File: src/rtl/flash_rdseq_if.sv
// rtl/flash_rdseq_if.sv - host and flash-side signal bundle for the fast-read sequencer
interface flash_rdseq_if;
  logic        req;
  logic        stat_req;
  logic [23:0] addr;
  logic [15:0] len;
  logic        abort;
  logic        busy;
  logic [7:0]  rdata;
  logic        rvalid;
  logic        done;
  logic        f_ready;
  logic        f_wr;
  logic [7:0]  f_dout;
  logic [2:0]  f_format;
  logic [3:0]  f_prescale;
  logic [7:0]  f_din;

  // Environment side: issues requests and plays the flash byte engine
  modport master (
    output req, stat_req, addr, len, abort, f_ready, f_din,
    input  busy, rdata, rvalid, done, f_wr, f_dout, f_format, f_prescale
  );

  // Sequencer side
  modport slave (
    input  req, stat_req, addr, len, abort, f_ready, f_din,
    output busy, rdata, rvalid, done, f_wr, f_dout, f_format, f_prescale
  );
endinterface

File: src/rtl/flash_rdseq.sv
// rtl/flash_rdseq.sv - SPI flash fast-read / status-read byte sequencer
module flash_rdseq #(
  parameter logic [2:0] FMT      = 3'b001,
  parameter logic [3:0] PRESCALE = 4'd3
) (
  input logic          clk,
  input logic          arstn,
  flash_rdseq_if.slave bus
);

  typedef enum logic [3:0] {
    S_IDLE, S_CMD, S_A2, S_A1, S_A0, S_DUMMY, S_DATA, S_CAPT, S_END, S_FIN
  } state_t;

  // Each byte step walks SEND -> PULSE -> SKIP -> WAIT; SKIP ignores the
  // cycle right after the pulse where f_ready may not have dropped yet.
  typedef enum logic [1:0] {P_SEND, P_PULSE, P_SKIP, P_WAIT} phase_t;

  state_t      r_state, w_state_n;
  phase_t      r_phase, w_phase_n;
  logic        r_busy, w_busy_n;
  logic        r_rvalid, w_rvalid_n;
  logic        r_done, w_done_n;
  logic        r_f_wr, w_f_wr_n;
  logic [2:0]  r_f_format, w_f_format_n;
  logic [7:0]  r_f_dout, w_f_dout_n;
  logic [7:0]  r_rdata, w_rdata_n;
  logic [15:0] r_cnt, w_cnt_n;
  logic [23:0] r_addr, w_addr_n;
  logic        r_stat, w_stat_n;
  logic        r_abort, w_abort_n;

  logic        w_in_txn;
  logic        w_abt;
  logic        w_step_state;
  logic        w_step_done;
  logic [7:0]  w_byte;

  assign w_in_txn     = r_state inside {S_CMD, S_A2, S_A1, S_A0, S_DUMMY, S_DATA, S_CAPT};
  assign w_abt        = w_in_txn && (r_abort || bus.abort);
  assign w_step_state = r_state inside {S_CMD, S_A2, S_A1, S_A0, S_DUMMY, S_DATA, S_END};

  // Byte to transmit for the step owned by the current state
  always_comb begin
    w_byte = 8'hFF;
    case (r_state)
      S_CMD:   w_byte = r_stat ? 8'h05 : 8'h0B;
      S_A2:    w_byte = r_addr[23:16];
      S_A1:    w_byte = r_addr[15:8];
      S_A0:    w_byte = r_addr[7:0];
      default: w_byte = 8'hFF;
    endcase
  end

  // Next-state and next-output decode for the sequencer
  always_comb begin
    w_state_n   = r_state;
    w_phase_n   = r_phase;
    w_busy_n    = r_busy;
    w_rvalid_n  = 1'b0;
    w_done_n    = 1'b0;
    w_f_wr_n    = 1'b0;
    w_f_dout_n  = r_f_dout;
    w_rdata_n   = r_rdata;
    w_cnt_n     = r_cnt;
    w_addr_n    = r_addr;
    w_stat_n    = r_stat;
    w_abort_n   = w_abt;
    w_step_done = 1'b0;

    if (w_step_state) begin
      case (r_phase)
        P_SEND: begin
          if (bus.f_ready && !r_f_wr) begin
            w_f_wr_n   = 1'b1;
            w_f_dout_n = w_byte;
            w_phase_n  = P_PULSE;
          end
        end
        P_PULSE: w_phase_n = P_SKIP;
        P_SKIP:  w_phase_n = P_WAIT;
        default: begin
          if (bus.f_ready) begin
            w_step_done = 1'b1;
            w_phase_n   = P_SEND;
          end
        end
      endcase
    end

    case (r_state)
      S_IDLE: begin
        w_phase_n = P_SEND;
        if (bus.stat_req) begin
          w_stat_n  = 1'b1;
          w_cnt_n   = 16'd1;
          w_busy_n  = 1'b1;
          w_state_n = S_CMD;
        end else if (bus.req) begin
          w_stat_n  = 1'b0;
          w_cnt_n   = bus.len;
          w_addr_n  = bus.addr;
          w_busy_n  = 1'b1;
          w_state_n = S_CMD;
        end
      end
      S_CMD:   if (w_step_done) w_state_n = w_abt ? S_END : (r_stat ? S_DATA : S_A2);
      S_A2:    if (w_step_done) w_state_n = w_abt ? S_END : S_A1;
      S_A1:    if (w_step_done) w_state_n = w_abt ? S_END : S_A0;
      S_A0:    if (w_step_done) w_state_n = w_abt ? S_END : S_DUMMY;
      S_DUMMY: if (w_step_done) w_state_n = (w_abt || r_cnt == 16'd0) ? S_END : S_DATA;
      S_DATA:  if (w_step_done) w_state_n = w_abt ? S_END : S_CAPT;
      S_CAPT: begin
        if (w_abt) begin
          w_state_n = S_END;
        end else if (bus.f_ready) begin
          w_rdata_n  = bus.f_din;
          w_rvalid_n = 1'b1;
          w_cnt_n    = r_cnt - 16'd1;
          w_state_n  = (r_cnt == 16'd1) ? S_END : S_DATA;
        end
      end
      S_END: begin
        if (w_step_done) begin
          w_state_n = S_FIN;
          w_done_n  = 1'b1;
          w_busy_n  = 1'b0;
        end
      end
      S_FIN:   w_state_n = S_IDLE;
      default: w_state_n = S_IDLE;
    endcase

    w_f_format_n = (w_state_n inside {S_CMD, S_A2, S_A1, S_A0, S_DUMMY, S_DATA, S_CAPT}) ? FMT : 3'b000;
  end

  // State and registered outputs, cleared asynchronously
  always_ff @(posedge clk or negedge arstn) begin
    if (!arstn) begin
      r_state    <= S_IDLE;
      r_phase    <= P_SEND;
      r_busy     <= 1'b0;
      r_rvalid   <= 1'b0;
      r_done     <= 1'b0;
      r_f_wr     <= 1'b0;
      r_f_format <= 3'b000;
      r_f_dout   <= 8'h00;
      r_rdata    <= 8'h00;
      r_cnt      <= 16'd0;
      r_addr     <= 24'd0;
      r_stat     <= 1'b0;
      r_abort    <= 1'b0;
    end else begin
      r_state    <= w_state_n;
      r_phase    <= w_phase_n;
      r_busy     <= w_busy_n;
      r_rvalid   <= w_rvalid_n;
      r_done     <= w_done_n;
      r_f_wr     <= w_f_wr_n;
      r_f_format <= w_f_format_n;
      r_f_dout   <= w_f_dout_n;
      r_rdata    <= w_rdata_n;
      r_cnt      <= w_cnt_n;
      r_addr     <= w_addr_n;
      r_stat     <= w_stat_n;
      r_abort    <= w_abort_n;
    end
  end

  assign bus.busy       = r_busy;
  assign bus.rvalid     = r_rvalid;
  assign bus.done       = r_done;
  assign bus.rdata      = r_rdata;
  assign bus.f_wr       = r_f_wr;
  assign bus.f_dout     = r_f_dout;
  assign bus.f_format   = r_f_format;
  assign bus.f_prescale = PRESCALE;

endmodule

File: src/flat_wrapper.sv
// flat-port wrapper written by rule: the top's interface ports become plain ports
module flash_rdseq_flat 
#(
  parameter logic [2:0] FMT      = 3'b001,
  parameter logic [3:0] PRESCALE = 4'd3
)
  (clk, arstn, bus_req, bus_stat_req, bus_addr, bus_len, bus_abort, bus_f_ready, bus_f_din, bus_busy, bus_rdata, bus_rvalid, bus_done, bus_f_wr, bus_f_dout, bus_f_format, bus_f_prescale);
  flash_rdseq_if bus_i ();
  input logic clk;
  input logic arstn;
  input wire logic [$bits(bus_i.req)-1:0] bus_req;
  input wire logic [$bits(bus_i.stat_req)-1:0] bus_stat_req;
  input wire logic [$bits(bus_i.addr)-1:0] bus_addr;
  input wire logic [$bits(bus_i.len)-1:0] bus_len;
  input wire logic [$bits(bus_i.abort)-1:0] bus_abort;
  input wire logic [$bits(bus_i.f_ready)-1:0] bus_f_ready;
  input wire logic [$bits(bus_i.f_din)-1:0] bus_f_din;
  output wire logic [$bits(bus_i.busy)-1:0] bus_busy;
  output wire logic [$bits(bus_i.rdata)-1:0] bus_rdata;
  output wire logic [$bits(bus_i.rvalid)-1:0] bus_rvalid;
  output wire logic [$bits(bus_i.done)-1:0] bus_done;
  output wire logic [$bits(bus_i.f_wr)-1:0] bus_f_wr;
  output wire logic [$bits(bus_i.f_dout)-1:0] bus_f_dout;
  output wire logic [$bits(bus_i.f_format)-1:0] bus_f_format;
  output wire logic [$bits(bus_i.f_prescale)-1:0] bus_f_prescale;
  assign bus_i.req = bus_req;
  assign bus_i.stat_req = bus_stat_req;
  assign bus_i.addr = bus_addr;
  assign bus_i.len = bus_len;
  assign bus_i.abort = bus_abort;
  assign bus_i.f_ready = bus_f_ready;
  assign bus_i.f_din = bus_f_din;
  assign bus_busy = bus_i.busy;
  assign bus_rdata = bus_i.rdata;
  assign bus_rvalid = bus_i.rvalid;
  assign bus_done = bus_i.done;
  assign bus_f_wr = bus_i.f_wr;
  assign bus_f_dout = bus_i.f_dout;
  assign bus_f_format = bus_i.f_format;
  assign bus_f_prescale = bus_i.f_prescale;
  flash_rdseq #(.FMT(FMT), .PRESCALE(PRESCALE)) u_core (.clk(clk), .arstn(arstn), .bus(bus_i));
endmodule
File: config.mk
export PLATFORM = sky130hd
export DESIGN_NAME = flash_rdseq_flat
export DESIGN_NICKNAME = d
export VERILOG_FILES = /design/src/rtl/flash_rdseq_if.sv /design/src/rtl/flash_rdseq.sv /design/src/flat_wrapper.sv
export SDC_FILE = /design/constraint.sdc
export NUM_CORES = 1
export LEC_CHECK = 0
export CORE_ASPECT_RATIO = 0.9
export CORE_MARGIN = 2
export CORE_UTILIZATION = 45
export DETAILED_ROUTE_END_ITERATION = 8
export PLACE_DENSITY = 0.72
export SETUP_SLACK_MARGIN = 0.02
export SYNTH_ARGS = -nofsm -noshare
export SYNTH_HDL_FRONTEND = slang
export SYNTH_SLANG_ARGS = --single-unit
File: constraint.sdc
create_clock -name clk -period 2.55 [get_ports clk]
set_clock_uncertainty 0.2 [all_clocks]
set_input_delay 0.51 -clock clk [delete_from_list [all_inputs] [get_ports clk]]
set_output_delay 0.51 -clock clk [all_outputs]
set_load 0.005 [all_outputs]
Yosys cells after proc, flatten, opt, wreduce, memory -nomap -nowiden
Index checks and enable logic that the tools add are counted.
- $add $sub $neg: 1
- bitwise gates (word level): 2
- mux-type cells: 49
- reductions and logical operators: 24
- equality and inequality tests: 23
- operator list (cell ; count):
    4-bit 2-to-1 mux ; 19
    16-bit 2-to-1 mux ; 4
    4-bit one-hot mux with 9 select lines ; 1
    4-bit by 3-bit equality test with 1-bit output (second input constant) ; 8
    16-bit one-hot mux with 2 select lines ; 1
    8-bit one-hot mux with 4 select lines ; 1
    7-bit nonzero test ; 3
    16-bit by 1-bit equality test with 1-bit output (second input constant) ; 1
    4-bit by 2-bit equality test with 1-bit output (second input constant) ; 4
    16-bit zero test ; 1
    1-bit 2-to-1 mux ; 16
    16-bit by 1-bit subtractor with 16-bit output (second input constant) ; 1
    3-bit AND reduction ; 5
    4-bit by 1-bit equality test with 1-bit output (second input constant) ; 2
    2-bit 2-to-1 mux ; 4
    2-bit nonzero test ; 4
    2-bit one-hot mux with 3 select lines ; 1
    5-bit nonzero test ; 1
    4-bit equality test (second input constant) ; 1
    4-bit zero test ; 1
    2-bit inequality test (second input constant) ; 2
    4-bit AND reduction ; 1
    3-bit 2-to-1 mux ; 1
    3-bit by 1-bit inequality test with 1-bit output (second input constant) ; 1
    12 further kinds ; 15
- input port bits: 54
- output and inout port bits: 27
- logic and storage cells: 112
- register bits after elaboration: 71

Logic depth before layout (Yosys ltp)
Gate-level depths: netlist of run 1.
- depth after elaboration: 10
- gate-level depth with buffers: 8
- depth with buffers taken out: 7

Worst setup path before layout of run 1
OpenSTA, ideal clock, no wires.
- path type: flip-flop to flip-flop
- start point: register u_core.r_cnt[0]
- end point: register u_core.r_cnt[12]
- stages on the path, launching flop included: 8
- path buffers: 0
- library setup time: 0.076 ns
- data arrival time: 1.758 ns
- required time: 2.274 ns
- clock period less this slack: 2.035 ns
- path slack: 0.515 ns
- cell sequence: dfrtp_1 -> inv_1 -> ha_1 -> or3b_2 -> nor2_1 -> and3_1 -> a32oi_1 -> o21ai_1
- word-level cells in the longest chain between the ends: 4
- RTL lines (element ; RTL line ; source):
    from (decl) ; flash_rdseq.sv:28 ; logic [15:0] r_cnt, w_cnt_n;
    from (signal assigned) ; flash_rdseq.sv:163 ; r_cnt <= w_cnt_n;
    16-bit by 1-bit subtractor with 16-bit output ; flash_rdseq.sv:119 ; w_cnt_n = r_cnt - 16'd1;
    16-bit 2-to-1 mux ; flash_rdseq.sv:116 ; end else if (bus.f_ready) begin
    16-bit 2-to-1 mux ; flash_rdseq.sv:114 ; if (w_abt) begin
    16-bit one-hot mux with 2 select lines ; flash_rdseq.sv:91 ; case (r_state)
No other way between the ends. The select of a mux whose other input is x is not followed.
A chain may end at the register's enable or synchronous reset.

Final worst setup path of run 1
- start point: input port bus_f_ready
- end point: register u_core.r_f_format[0] (netlist: u_core.bus.f_format[0])
- word-level cells in the longest chain between the ends: 8
- elaborated cells between the ends (all ways): 22
- classes of those cells: eq/ne: 7; mux: 14; reduce/logical: 1
- RTL lines (element ; RTL line ; source):
    from (decl) ; flat_wrapper.sv:16 ; input wire logic [$bits(bus_i.f_ready)-1:0] bus_f_ready;
    1-bit 2-to-1 mux ; flash_rdseq.sv:83 ; if (bus.f_ready) begin
    1-bit 2-to-1 mux ; flash_rdseq.sv:72 ; case (r_phase)
    1-bit 2-to-1 mux ; flash_rdseq.sv:71 ; if (w_step_state) begin
    4-bit 2-to-1 mux, or another cell as far along ; flash_rdseq.sv:124 ; if (w_step_done) begin
    4-bit one-hot mux with 9 select lines * ; flash_rdseq.sv:91 ;
    4-bit by 1-bit equality test with 1-bit output, or another cell as far along ; flash_rdseq.sv:134 ; w_f_format_n = (w_state_n inside {S_CMD, S_A2, S_A1, S_A0, S_DUMMY, S_DATA, S_CAPT}) ? FMT : 3'b000;
    7-bit nonzero test * ; flash_rdseq.sv:134 ;
    1-bit 2-to-1 mux * ; flash_rdseq.sv:134 ;
    named net u_core.w_f_format_n[0] ; flash_rdseq.sv:25 ; logic [2:0] r_f_format, w_f_format_n;
    to (signal assigned) ; flash_rdseq.sv:160 ; r_f_format <= w_f_format_n;
    to (decl) ; flash_rdseq.sv:25 ;
Mark *: on every way through the listed nets, which the timed path passes. The rest lies on a longest branch.

==> results by group, run 1 <==
Clock tree
  • Worst-Skew Late Latency: 0.34 ns
  • Clock slew at reported path FFs: 0.07 ns
  • CTS buffer count: 9
  • Hold_buf cts: 1
  • Clock root buffer: clkbuf_8
  • Setup bufs post-CTS: 0
  • CTS Sinks: 69
  • H-Tree Depth: 3
  • CTS tree: yes
  • PostCTS Resize Cnt: 0
  • Clock Path Buffers: 2

Power and ir drop
  • Internal: 3.266 mW
  • Leak pwr: 2.100 nW
  • Peak VDD IR: 0.0005308 V
  • Clock share of power: 19.5%
  • Switching Fraction: 36.47%
  • Combinational Power Share: 42.3%
  • Power per cell area: 1053 nW/um2
  • Switching pwr: 1.875 mW
  • Sequential share of power: 38.2%

Yosys
  • Synth top area share: 46.32%
  • Post-synthesis mux area share: 11.11%
  • Synthesized area per cell: 10.13 um2
  • Mapped Cells: 368
  • Xor and xnor area share after synthesis: 0%
  • Register bit total from synthesis: 69
  • Largest family of logic cells by synthesized area: compound AO/OA/AOI/OAI gates
  • Compound-Gate Fraction of Synth Area: 19.27%
  • Post-synth EDFFs: 0
  • Synth top cells by count: dfrtp_1 (69), nor2_1 (36), mux2_2 (35)
  • Post-synthesis adder-cell area fraction: 2.014%
  • Simple-Gate Fraction of Synth Area: 15.01%
  • Distinct cells, synth: 60
  • Post-synthesis sequential area ratio: 46.32%
  • Synthesized area: 3727 um2
  • Most used DFF post-synth: dfrtp_1
  • Most common cell in the netlist: dfrtp_1
  • Largest cells by area after synthesis: dfrtp_1 (46%), mux2_2 (11%), nor2_1 (3.6%), a21oi_1 (3.0%), o21ai_0 (3.0%)
  • Async SR Flop Fraction: 100.0%
  • Syn. warnings: 0
  • Yosys top cell by area: dfrtp_1

STA
  • Least-Margin Pin Slew: 0.5925 ns
  • RSZ-0062 raised after global routing: false
  • Final Max Slew Viols: 0
  • Fmax achieved: 435.9 MHz
  • Final Hold Fails: 0
  • Post-layout min period: 2.294 ns
  • Final TNS setup: 0 ns
  • Slew margin rel.: 60.13%
  • Final setup fails: 0
  • Period utilization: 89.97%
  • Final worst setup slack: 0.2559 ns

Route
  • Final WL: 8775 um
  • Antenna-violating nets left: 0
  • Post-DR wirelength/cell: 15.78 um
  • Vias per inst: 5.739
  • DR iter-0 viols: 227
  • Number of detailed-route iterations in the first pass: 5
  • DR DRC count: 0
  • Via count: 3191

Global routing
  • Met3 Use GR: 5.495%
  • Largest net degree at the start of global routing: 45
  • Total track usage: 20.41%
  • Global routing usage on met2: 31.02%
  • GRT busiest layer: met2
  • Met1 usage: 28.44%
  • Vias in the first global route: 3031
  • First-pass GRT wire length: 14700 um
  • GR Overflow Total: 0
  • Initial antenna violation count: 0

Floorplan
  • Die area: 9028 um2
  • Area of the core: 8029 um2
  • I/O Pins: 81
  • Die width: 99.94 um
  • Rows: 31
  • Die height: 90.34 um
  • Initial core utilization: 46.42%

Critical path
  • Critical Path AT: 2.32 ns
  • Endpoint class of the critical path: flip-flop
  • CP required: 2.58 ns
  • Crit path max fanout: 8
  • Worst R2R End: u_core.bus.f_format[0]
  • Worst R2R Path Depth: 5
  • Startpoint Class: input port
  • RR Startpoint: u_core.r_state[1]
  • R2R setup slack: 0.28 ns
  • Critical path type: input port to flip-flop

Layout
  • Fin area: 4883 um2
  • Layout Utilization: 60.82%
  • Layout Nets: 512
  • Filler Cells Inserted: 653
  • Area delta synth->final: 31.02%
  • N_diodes: 0
  • Layout cells sized above 1: 19.47%

Min path
  • Hold Startpoint: u_core.bus.f_dout[2]
  • Hold EP: u_core.bus.f_dout[2]
  • Worst min path class: flip-flop to flip-flop
  • Hold Path Depth: 1

Run status
  • Outcome: finished clean

Placed design
  • Area after DPL: 4649 um2
  • Port bufs: 74
  • HPWL Detailed: 6483 um
  • Gp weighted congestion: 0.8497
  • Pre-CTS setup slack: -0.07125 ns

Run
  • Max_cap viols: 0
-- how the worst max path moves through the flow --
stage,depth (start not counted),from,endpoint,slack [ns]
floorplan,7,u_core.r_cnt[0],u_core.r_cnt[12],0.52
global placement,6,bus_abort,u_core.bus.f_format[0],0.04
detailed placement,6,bus_f_ready,u_core.bus.f_format[0],-0.07
CTS,6,bus_f_ready,u_core.bus.f_format[0],0.29
global route,5,u_core.r_state[0],u_core.bus.f_format[0],0.11
finish,6,bus_f_ready,u_core.bus.f_format[0],0.26
-- cells in the final DEF, fill, tap and decap left out, drive strengths merged, types with 6 or more instances in the layout --
cell type,instances
a21oi,22
buf,24
nand2,9
inv,17
a22oi,9
clkbuf,10
nand3,6
a31oi,10
dfrtp,69
clkdlybuf4s50,73
ha,6
mux2,35
conb,6
nor2,37
nor4,6
nor3,12
a22o,6
o21ai,34
-- metal layers --
metal  share of wire (%)  wire [um]
met1                  46       3996
met2                  47       4150
met3                 5.8        507
met4                 1.4        120
met5                   0          0
-- metrics by stage --
| stage | cells | hold slack [ns] | total power [mW] |
|---|---|---|---|
| 2_1_floorplan | 372 | 0.01441 | 3.303 |
| 3_3_place_gp | 539 | 0.2756 | 4.048 |
| 3_5_place_dp | 539 | 0.2834 | 4.124 |
| 4_1_cts | 556 | 0.2999 | 5.142 |
| 5_1_grt | 556 | 0.3183 | 5.514 |
| 6_report | 556 | 0.2913 | 5.141 |
-- critical path, cell delays in order --
cell             delay [ns]
clkdlybuf4s50_1        0.63
and2_1                 0.27
o2111ai_2              0.16
a2111oi_0              0.49
a211oi_1               0.13
o31a_1                 0.13
-- kinds of logic (layout without fill, tap and decap cells) --
family | count (synthesis) | after routing
AOI/OAI and AO/OA | 110 | 110
and+or+nand+nor | 98 | 98
adders and majority gates | 6 | 6
muxes | 37 | 37
buffers and inverters | 46 | 131
DFF | 69 | 69
other | 2 | 6
-- sequential cells by signal, summed over array words and instances (netlist names), 2 cells and up --
register / flops
u_core.r_addr: 24
u_core.r_cnt: 16
u_core.bus.f_dout: 8
u_core.bus.rdata: 8
u_core.r_state: 4
u_core.r_phase: 2
-- area by class of cell --
type | count | area, um2 | share of cell area, %
repair buffers | 98 | 955.9 | 19.57
flip-flops and latches | 69 | 1727 | 35.36
multi-input cells | 257 | 1789 | 36.64
clock buffers | 10 | 137.6 | 2.818
inverters | 17 | 63.81 | 1.307
clock inverters | 6 | 86.33 | 1.768
well taps | 99 | 123.9 | 2.537
-- power by group through the flow --
stage | Clock, mW | Sequential (mW) | Combinational, mW
6_report | 1.00 | 1.96 | 2.17
2_1_floorplan | 0 | 1.83 | 1.47
3_5_place_dp | 0 | 1.98 | 2.15
4_1_cts | 1.02 | 1.96 | 2.16
3_3_place_gp | 0 | 1.95 | 2.10
5_1_grt | 1.07 | 2.03 | 2.42
Power figures use the tool's default switching activity.
==> run 2, diff against run 1 <==
GPL_TIMING_DRIVEN = 0   (was unset)
==> results by group, run 2 (synthesis gave the netlist of run 1 again) <==
Placed design
  • Pre-CTS setup slack: -0.3436 ns (-0.2724 ns)
  • Placed cells: 545 (+1.1%)
  • Gp weighted congestion: 0.8898 (+4.7%)
  • HPWL Detailed: 6639 um (+2.4%)
  • Area after DPL: 4604 um2 (-0.97%)
  • Port bufs: 74 (unchanged)

Power and ir drop
  • Internal: 3.161 mW (-3.2%)
  • Combinational Power Share: 43.1% (+0.8 points)
  • Sequential share of power: 37.6% (-0.6 points)
  • Clock share of power: 19.3% (-0.2 points)
  • Leak pwr: 2.057 nW (-2.0%)
  • Peak VDD IR: 0.0004273 V (-19%)
  • Power per cell area: 1041 nW/um2 (-1.1%)
  • Final Total Pwr: 5.030 mW (-2.2%)
  • Switching Fraction: 37.15% (+0.68 points)
  • Switching pwr: 1.869 mW (-0.34%)

Layout
  • Area delta synth->final: 29.57%
  • Fin area: 4830 um2 (-1.1%)
  • Reg area: 1727 um2 (unchanged)
  • Multi-input gate area: 1798 um2 (+0.49%)
  • Largest Register: u_core.r_addr
  • Layout cells sized above 1: 18.18% (-1.3 points)
  • Commonest non-fill, non-tap cell in the layout: clkdlybuf4s50_1
  • Largest register FFs: 24 (unchanged)
  • Layout Nets: 517 (+0.98%)
  • Layout Utilization: 60.15% (-0.67 points)
  • N_diodes: 0 (unchanged)
  • Most frequent cells in the layout: clkdlybuf4s50_1 (73), dfrtp_1 (69), nor2_1 (36), mux2_2 (35)
  • Biggest regs: u_core.r_addr (24), u_core.r_cnt (16)
  • Filler Cells Inserted: 699 (+7.0%)
  • Final Non-Filler Cells: 561 (+0.90%)

STA
  • Final Max Slew Viols: 0 (unchanged)
  • RSZ-0062 raised after global routing: false
  • Final TNS setup: 0 ns (unchanged)
  • Fmax achieved: 419.1 MHz (-3.9%)
  • Period utilization: 93.58% (+3.6 points)
  • Final worst setup slack: 0.1638 ns (-0.09206 ns)
  • Final setup fails: 0 (unchanged)
  • Post-layout min period: 2.386 ns (+0.09206 ns)
  • Least-Margin Pin Slew: 0.8380 ns (+0.2454 ns)
  • Slew margin rel.: 44.14% (-16 points)
  • Final Hold Fails: 0 (unchanged)
  • Hold_ws: 0.07104 ns (-0.2202 ns)

Critical path
  • Critical path type: input port to flip-flop
  • Endpoint class of the critical path: flip-flop
  • Worst R2R Path Depth: 7 (+2)
  • Startpoint Class: input port
  • Critical Path AT: 2.41 ns (+0.09 ns)
  • RR Startpoint: u_core.r_state[3]
  • Crit path max fanout: 10 (+2)
  • Worst R2R End: u_core.r_cnt[13]
  • R2R setup slack: 0.20 ns (-0.08 ns)
  • CP required: 2.57 ns (about the same)

Route
  • Final WL: 9152 um (+4.3%)
  • Antenna-violating nets left: 0 (unchanged)
  • DR iter-0 viols: 320 (+41%)
  • DR DRC count: 0 (unchanged)
  • Post-DR wirelength/cell: 16.31 um (+3.4%)
  • Number of detailed-route iterations in the first pass: 5 (unchanged)
  • Via count: 3223 (+1.0%)
  • Vias per inst: 5.745 (+0.10%)

Clock tree
  • Clock Path Buffers: 2 (unchanged)
  • Worst-Skew Late Latency: 0.34 ns (about the same)
  • H-Tree Depth: 3 (unchanged)
  • CTS buffer count: 9 (unchanged)
  • Clock root buffer: clkbuf_8
  • Hold_buf cts: 0 (-1)
  • Clock slew at reported path FFs: 0.07 ns (about the same)
  • CTS Sinks: 69 (unchanged)
  • CTS tree: yes

Floorplan
  • I/O Pins: 81 (unchanged)
  • Die height: 90.34 um (unchanged)
  • Initial core utilization: 46.42% (unchanged)
  • Die width: 99.94 um (unchanged)
  • Rows: 31 (unchanged)
  • Area of the core: 8029 um2 (unchanged)
  • Die area: 9028 um2 (unchanged)

Global routing
  • Largest net degree at the start of global routing: 70 (+56%)
  • Total track usage: 21.05% (+0.64 points)
  • Initial antenna violation count: 0 (unchanged)
  • Vias in the first global route: 3161 (+4.3%)
  • GR Overflow Total: 0 (unchanged)
  • First-pass GRT wire length: 15280 um (+3.9%)

Run
  • Max_cap viols: 0 (unchanged)

Min path
  • Worst min path class: input port to async pin

Run status
  • Outcome: finished clean
## run 2: worst max path at each step
stage                                  end  depth (start not counted)               from
CTS                 u_core.bus.f_format[0]                          7  u_core.r_phase[1]
global route              u_core.r_cnt[13]                          7  u_core.r_state[3]
floorplan                 u_core.r_cnt[12]                          7    u_core.r_cnt[0]
global placement           u_core.r_cnt[5]                          1              arstn
detailed placement    u_core.bus.f_dout[3]                          7        bus_f_ready
finish              u_core.bus.f_format[0]                          7        bus_f_ready
## run 2: layout make-up
class                           instances  share of cell area [%]
Inverter                               17                   1.321
Buffer                                 29                   3.394
Multi-Input combinational cell        257                   37.23
Timing Repair Buffer                   74                   15.28
Clock inverter                          6                   1.813
Clock buffer                           10                   2.642
Tap cell                               99                   2.565
Sequential cell                        69                   35.75
## run 2: power groups by stage
stage / logic, mW / registers, mW / clock network (mW)
floorplan: 1.47 / 1.83 / 0
finish: 2.17 / 1.89 / 0.972
global route: 2.40 / 1.96 / 1.04
global placement: 2.08 / 1.89 / 0
detailed placement: 2.13 / 1.91 / 0
CTS: 2.14 / 1.89 / 0.993
## run 2: timing repair
action	in CTS	in global routing
setup buffers	0	0
gates resized for setup	1	2
setup endpoints to repair	1	4
## run 2: layer usage
metal / wire length (um) / up-vias / global-route usage [%] / share of wire (%)
li1: - / 1529 / - / -
met1: 3948 / 1533 / 29.39 / 43
met2: 4326 / 152 / 32.09 / 47
met3: 807 / 9 / 6.502 / 8.8
met4: 70 / 0 / 5.137 / 0.76
met5: 0 / - / 0 / 0
## run 2: worst max-delay path, stage by stage
cell and delay, ns:
clkdlybuf4s50_1 0.55, clkbuf_2 0.27, nor4bb_1 0.31, nand4_1 0.17, nand2_1 0.15, a31oi_1 0.13, o31a_1 0.32
==> run 3, diff against run 2 <==
CORE_MARGIN = 4   (was 2)
==> results by group, run 3 (synthesis gave the netlist of run 1 again) <==
Global routing
  • Initial antenna violation count: 0 (unchanged)
  • Vias in the first global route: 3161 (unchanged)
  • GR Overflow Total: 0 (unchanged)
  • First-pass GRT wire length: 15670 um (+2.5%)
  • Total track usage: 19.78% (-1.3 points)
  • Largest net degree at the start of global routing: 70 (unchanged)

Route
  • Antenna-violating nets left: 0 (unchanged)
  • Post-DR wirelength/cell: 16.78 um (+2.8%)
  • DR iter-0 viols: 255 (-20%)
  • Vias per inst: 5.690 (-0.95%)
  • DR DRC count: 0 (unchanged)
  • Number of detailed-route iterations in the first pass: 4 (-1)
  • Final WL: 9429 um (+3.0%)
  • Via count: 3198 (-0.78%)

Power and ir drop
  • Power per cell area: 1034 nW/um2 (-0.75%)
  • Leak pwr: 2.050 nW (-0.35%)
  • Switching pwr: 1.895 mW (+1.4%)
  • Clock share of power: 17.9% (-1.4 points)
  • Final Total Pwr: 4.990 mW (-0.80%)
  • Peak VDD IR: 0.0004289 V (+0.37%)
  • Sequential share of power: 38.2% (+0.6 points)
  • Internal: 3.095 mW (-2.1%)
  • Combinational Power Share: 43.8% (+0.7 points)
  • Switching Fraction: 37.97% (+0.82 points)

Critical path
  • Critical path type: flip-flop to flip-flop
  • Critical Path AT: 2.47 ns (+0.06 ns)
  • CP required: 2.60 ns (+0.03 ns)
  • Endpoint class of the critical path: flip-flop
  • Crit path max fanout: 7 (-3)
  • Startpoint Class: flip-flop

Clock tree
  • Hold_buf cts: 0 (unchanged)
  • CTS Sinks: 69 (unchanged)
  • Clock Path Buffers: 2 (unchanged)
  • Worst-Skew Late Latency: 0.34 ns (about the same)
  • CTS tree: yes
  • H-Tree Depth: 3 (unchanged)
  • CTS buffer count: 9 (unchanged)
  • Clock slew at reported path FFs: 0.07 ns (about the same)
  • Clock root buffer: clkbuf_8

Layout
  • Layout Nets: 519 (+0.39%)
  • Biggest regs: u_core.r_addr (24), u_core.r_cnt (16)
  • Largest register FFs: 24 (unchanged)
  • Fin area: 4827 um2 (about the same)
  • Layout Utilization: 59.83% (-0.32 points)
  • N_diodes: 0 (unchanged)
  • Area delta synth->final: 29.51% (about the same)
  • Layout cells sized above 1: 18.36% (+0.18 points)
  • Commonest non-fill, non-tap cell in the layout: clkdlybuf4s50_1
  • Largest Register: u_core.r_addr
  • Most frequent cells in the layout: clkdlybuf4s50_1 (73), dfrtp_1 (69), nor2_1 (36), mux2_2 (35)

Floorplan
  • Area of the core: 8068 um2 (+0.48%)
  • Die area: 9805 um2 (+8.6%)
  • Initial core utilization: 46.20% (-0.22 points)
  • Rows: 31 (unchanged)
  • I/O Pins: 81 (unchanged)
  • Die height: 94.34 um (+4.4%)
  • Die width: 103.9 um (+4.0%)

STA
  • RSZ-0062 raised after global routing: true
  • Final Hold Fails: 0 (unchanged)
  • Final Max Slew Viols: 0 (unchanged)
  • Post-layout min period: 2.419 ns (+0.03324 ns)
  • Least-Margin Pin Slew: 0.8702 ns (+0.03228 ns)
  • Period utilization: 94.88% (+1.3 points)
  • Slew margin rel.: 41.98% (-2.2 points)
  • Final setup fails: 0 (unchanged)
  • Fmax achieved: 413.3 MHz (-1.4%)

Placed design
  • Area after DPL: 4604 um2 (unchanged)
  • HPWL Detailed: 6892 um (+3.8%)
  • Gp weighted congestion: 0.9055 (+1.8%)
  • Port bufs: 74 (unchanged)

Run status
  • Outcome: finished clean

Min path
  • Worst min path class: input port to async pin

Run
  • Max_cap viols: 0 (unchanged)
[run 3: changes by cell type in the layout (fill, tap and decap cells not counted), sizes merged]
cell	previous run	this run
buf	20	22
bufinv	2	1
clkinv	4	1
clkinvlp	0	3
[run 3: layer usage]
metal	vias to the layer above	routed length, um	share of wire (%)	global-route usage, %
met5	-	0	0	0
met2	101	4396	47	32.03
met3	12	526	5.6	4.443
met1	1562	4409	47	27.07
li1	1523	-	-	-
met4	0	97	1.0	5.426
[run 3: final timing paths]
check | cells past startpoint | start | to | slack, ns
setup / recovery | 7 | u_core.r_cnt[0] | u_core.r_cnt[12] | 0.13
hold / removal | 1 | arstn | u_core.r_cnt[7] | 0.07
setup reg to reg | 7 | u_core.r_cnt[0] | u_core.r_cnt[12] | 0.13
hold reg to reg | 1 | u_core.bus.busy | u_core.bus.busy | 0.29
max in group asynchronous | 1 | arstn | u_core.r_addr[18] | 1.50
min in group clk | 1 | u_core.bus.busy | u_core.bus.busy | 0.29
[run 3: power groups by stage]
stage	registers [mW]	clock network, mW	logic, mW
floorplan	1.83	0	1.47
global placement	1.90	0	2.10
detailed placement	1.92	0	2.15
CTS	1.90	0.917	2.16
global route	1.97	0.963	2.44
finish	1.91	0.895	2.19
[run 3: critical path, stage by stage (launching register included)]
cell and delay, ns:
dfrtp_1 0.45, inv_1 0.11, ha_1 0.20, or3b_2 0.46
nor2_1 0.43, and3_1 0.27, a32oi_1 0.07, o21ai_1 0.15
[run 3: repair_timing]
item,4_1_cts,5_1_grt
gates resized for setup,0,4
pin swaps,1,1
setup buffers,0,2
setup endpoints to repair,2,17
endpoints found under the hold margin,0,0
[run 3: area by class of cell]
| cell class | instances | area, um2 |
|---|---|---|
| plain buffers | 29 | 163.9 |
| clock buffers | 10 | 137.6 |
| clock inverters | 5 | 61.31 |
| fillers | 692 | 3241 |
| inverters | 17 | 63.81 |
| multi-input cells | 257 | 1797 |
| flip-flops and latches | 69 | 1727 |
| well taps | 99 | 123.9 |
| repair buffers | 76 | 753.2 |
[run 3: metrics by stage]
stage	std cells	setup TNS (ns)	hold slack, ns	worst slack, ns
4_1_cts	560	0	0.1169	0.02067
2_1_floorplan	372	0	0.01441	0.5153
5_1_grt	562	0	0.1487	0.009465
3_5_place_dp	545	-2.884	0.2795	-0.3434
6_report	562	0	0.07182	0.1306
3_3_place_gp	545	-112.09	0.2634	-1.599
==> patch, RTL diff (settings of run 3) <==
Take the reset off `r_f_dout` and load it in a clocked block of its own.
--- a/src/rtl/flash_rdseq.sv
+++ b/src/rtl/flash_rdseq.sv
@@ -144,7 +144,6 @@
       r_done     <= 1'b0;
       r_f_wr     <= 1'b0;
       r_f_format <= 3'b000;
-      r_f_dout   <= 8'h00;
       r_rdata    <= 8'h00;
       r_cnt      <= 16'd0;
       r_addr     <= 24'd0;
@@ -158,13 +157,16 @@
       r_done     <= w_done_n;
       r_f_wr     <= w_f_wr_n;
       r_f_format <= w_f_format_n;
-      r_f_dout   <= w_f_dout_n;
       r_rdata    <= w_rdata_n;
       r_cnt      <= w_cnt_n;
       r_addr     <= w_addr_n;
       r_stat     <= w_stat_n;
       r_abort    <= w_abort_n;
     end
+  end
+
+  always_ff @(posedge clk) begin
+    r_f_dout <= w_f_dout_n;
   end
 
   assign bus.busy       = r_busy;
Check against the original RTL: differs if arstn is asserted again (counterexample within 4 cycles, from zero or initial values and one cycle with arstn low); with arstn held inactive, the same outputs for 10 cycles.
==> patch against run 3 <==
  * Worst setup slack improved by 0.049 ns
  * Global-route usage fell by 0.74 points
  * Utilization fell by 0.21 points
  * Sequential cell count did not move
  * Critical path depth fell by 1
  * Final area fell by 0.83%
  * Power rose by 4.4%
  * Wire length fell by 1.5%
  * Synthesized area fell by 0.84%
==> patch: results (changes against run 3) <==
| Metric | Value |
|---|---|
| Run status | finished clean (unchanged) |
| Placed Area | 4580 um2 (was 4600 um2) |
| RR Startpoint | u_core.r_cnt[8] (was u_core.r_cnt[0]) |
| Ys async rst share | 88.4% (was 100%) |
| First-pass GRT wire length | 14.8 mm (was 15.7 mm) |
| TritonRoute pass-1 iters | 5 (was 4) |
| EDFF count, synth | 8 (was 0) |
| Worst vdd ir | 560 uV (was 429 uV) |
| Hpwl dp | 6.76 mm (was 6.89 mm) |
| Synth top area cells | dfrtp_1 (41%), mux2_2 (11%), edfxtp_1 (6.5%) (was dfrtp_1 (46%), mux2_2 (11%), nor2_1 (3.6%)) |
| Critical Path End | u_core.bus.rdata[1] (was u_core.r_cnt[12]) |
| Routability Congestion | 0.884 (was 0.906) |
| Crit path max-delay family | buffers and inverters (was simple AND/OR/NAND/NOR gates) |
| Routed wire per std cell | 16.8 um (about the same) |
| Synth cell count leaders | dfrtp_1 (61), mux2_2 (35), a21oi_1 (29) (was dfrtp_1 (69), nor2_1 (36), mux2_2 (35)) |
| Vias per inst | 5.66 (was 5.69) |
| R2R setup slack | 0.21 ns (was 0.13 ns) |
| Layout fillers | 706 (was 692) |
| Vias in the first global route | 3042 (was 3161) |
| Largest net degree at the start of global routing | 41 (was 70) |
| Fin crit period | 2.37 ns (was 2.42 ns) |
| Arr. time, crit path | 2.39 ns (was 2.47 ns) |
| R2R depth | 5 (was 7) |
| Register area share after synthesis | 47.8% (was 46.3%) |
| Leakage power | 0.00201 uW (was 0.00205 uW) |
| Crit. Startpoint | bus_abort (was u_core.r_cnt[0]) |
| Rel. slew slack | 42.3% (was 42.0%) |
| DRT iter0 DRCs | 193 (was 255) |
| Place WS | -0.347 ns (was -0.343 ns) |
| Layout cells sized above 1 | 17.2% (was 18.4%) |
| Port Buffers | 73 (was 74) |
| Count of cell types in the netlist | 55 (was 60) |
[patch: how the worst min path moves through the flow]
stage	start	endpoint	slack, ns	depth (start not counted)
global placement	u_core.r_addr[10]	u_core.r_addr[10]	0.29	1
floorplan	arstn	u_core.bus.busy	0.01	0
detailed placement	u_core.r_addr[15]	u_core.r_addr[15]	0.29	1
global route	u_core.r_addr[11]	u_core.r_addr[11]	0.33	1
CTS	u_core.r_addr[11]	u_core.r_addr[11]	0.31	1
finish	u_core.r_addr[11]	u_core.r_addr[11]	0.31	1
[patch: kinds of logic (layout without fill, tap and decap cells)]
| logic type | after synthesis | in the layout | share of synthesized area (%) |
|---|---|---|---|
| other | 2 | 6 | 0.203 |
| and+or+nand+nor | 89 | 89 | 13.7 |
| buffers and inverters | 47 | 138 | 6.16 |
| AOI/OAI and AO/OA | 109 | 109 | 19.2 |
| DFF | 69 | 69 | 47.8 |
| muxes | 36 | 36 | 10.9 |
| adders and majority gates | 6 | 6 | 2.03 |
[patch: repair_timing]
action,in CTS,in global routing
gates resized for setup,1,1
pin swaps,0,0
endpoints found under the setup margin,9,8
hold buffers,1,0
hold endpoints to repair,21,0
setup buffers,0,0
[patch: per-layer routing]
metal | routed length, um | vias up | GRT usage [%]
met5 | 0 | - | 0
met4 | 116 | 0 | 5.09
met2 | 4460 | 128 | 30.9
met3 | 757 | 9 | 5.64
met1 | 3950 | 1514 | 25.1
li1 | - | 1475 | -
[patch: power breakdown]
group / leakage (uW) / internal (uW) / switching [uW]
Clock: 0.0000882 / 452 / 420
Sequential: 0.000834 / 1640 / 326
Combinational: 0.00109 / 1170 / 1210
[patch: per-stage QoR]
step,total power [uW],std cells
2_1_floorplan,3480,362
3_3_place_gp,4230,534
3_5_place_dp,4300,535
4_1_cts,5190,552
5_1_grt,5570,552
6_report,5210,552
[patch: final cells by class]
| cell class | count | area [um2] | area share, % |
|---|---|---|---|
| clock buffers | 12 | 135 | 2.82 |
| repair buffers | 75 | 756 | 15.8 |
| well taps | 99 | 124 | 2.59 |
| multi-input cells | 246 | 1730 | 36.1 |
| plain buffers | 27 | 153 | 3.19 |
| inverters | 20 | 75.1 | 1.57 |
| clock inverters | 4 | 50.0 | 1.05 |
| flip-flops and latches | 69 | 1770 | 36.9 |
[patch: worst reg2reg max path, cell delays in order (launching register included)]
cell,delay [ns]
dfrtp_1,0.43
nor4_1,0.73
and4_1,0.42
a31oi_1,0.15
a31oi_1,0.16
a31oi_1,0.11
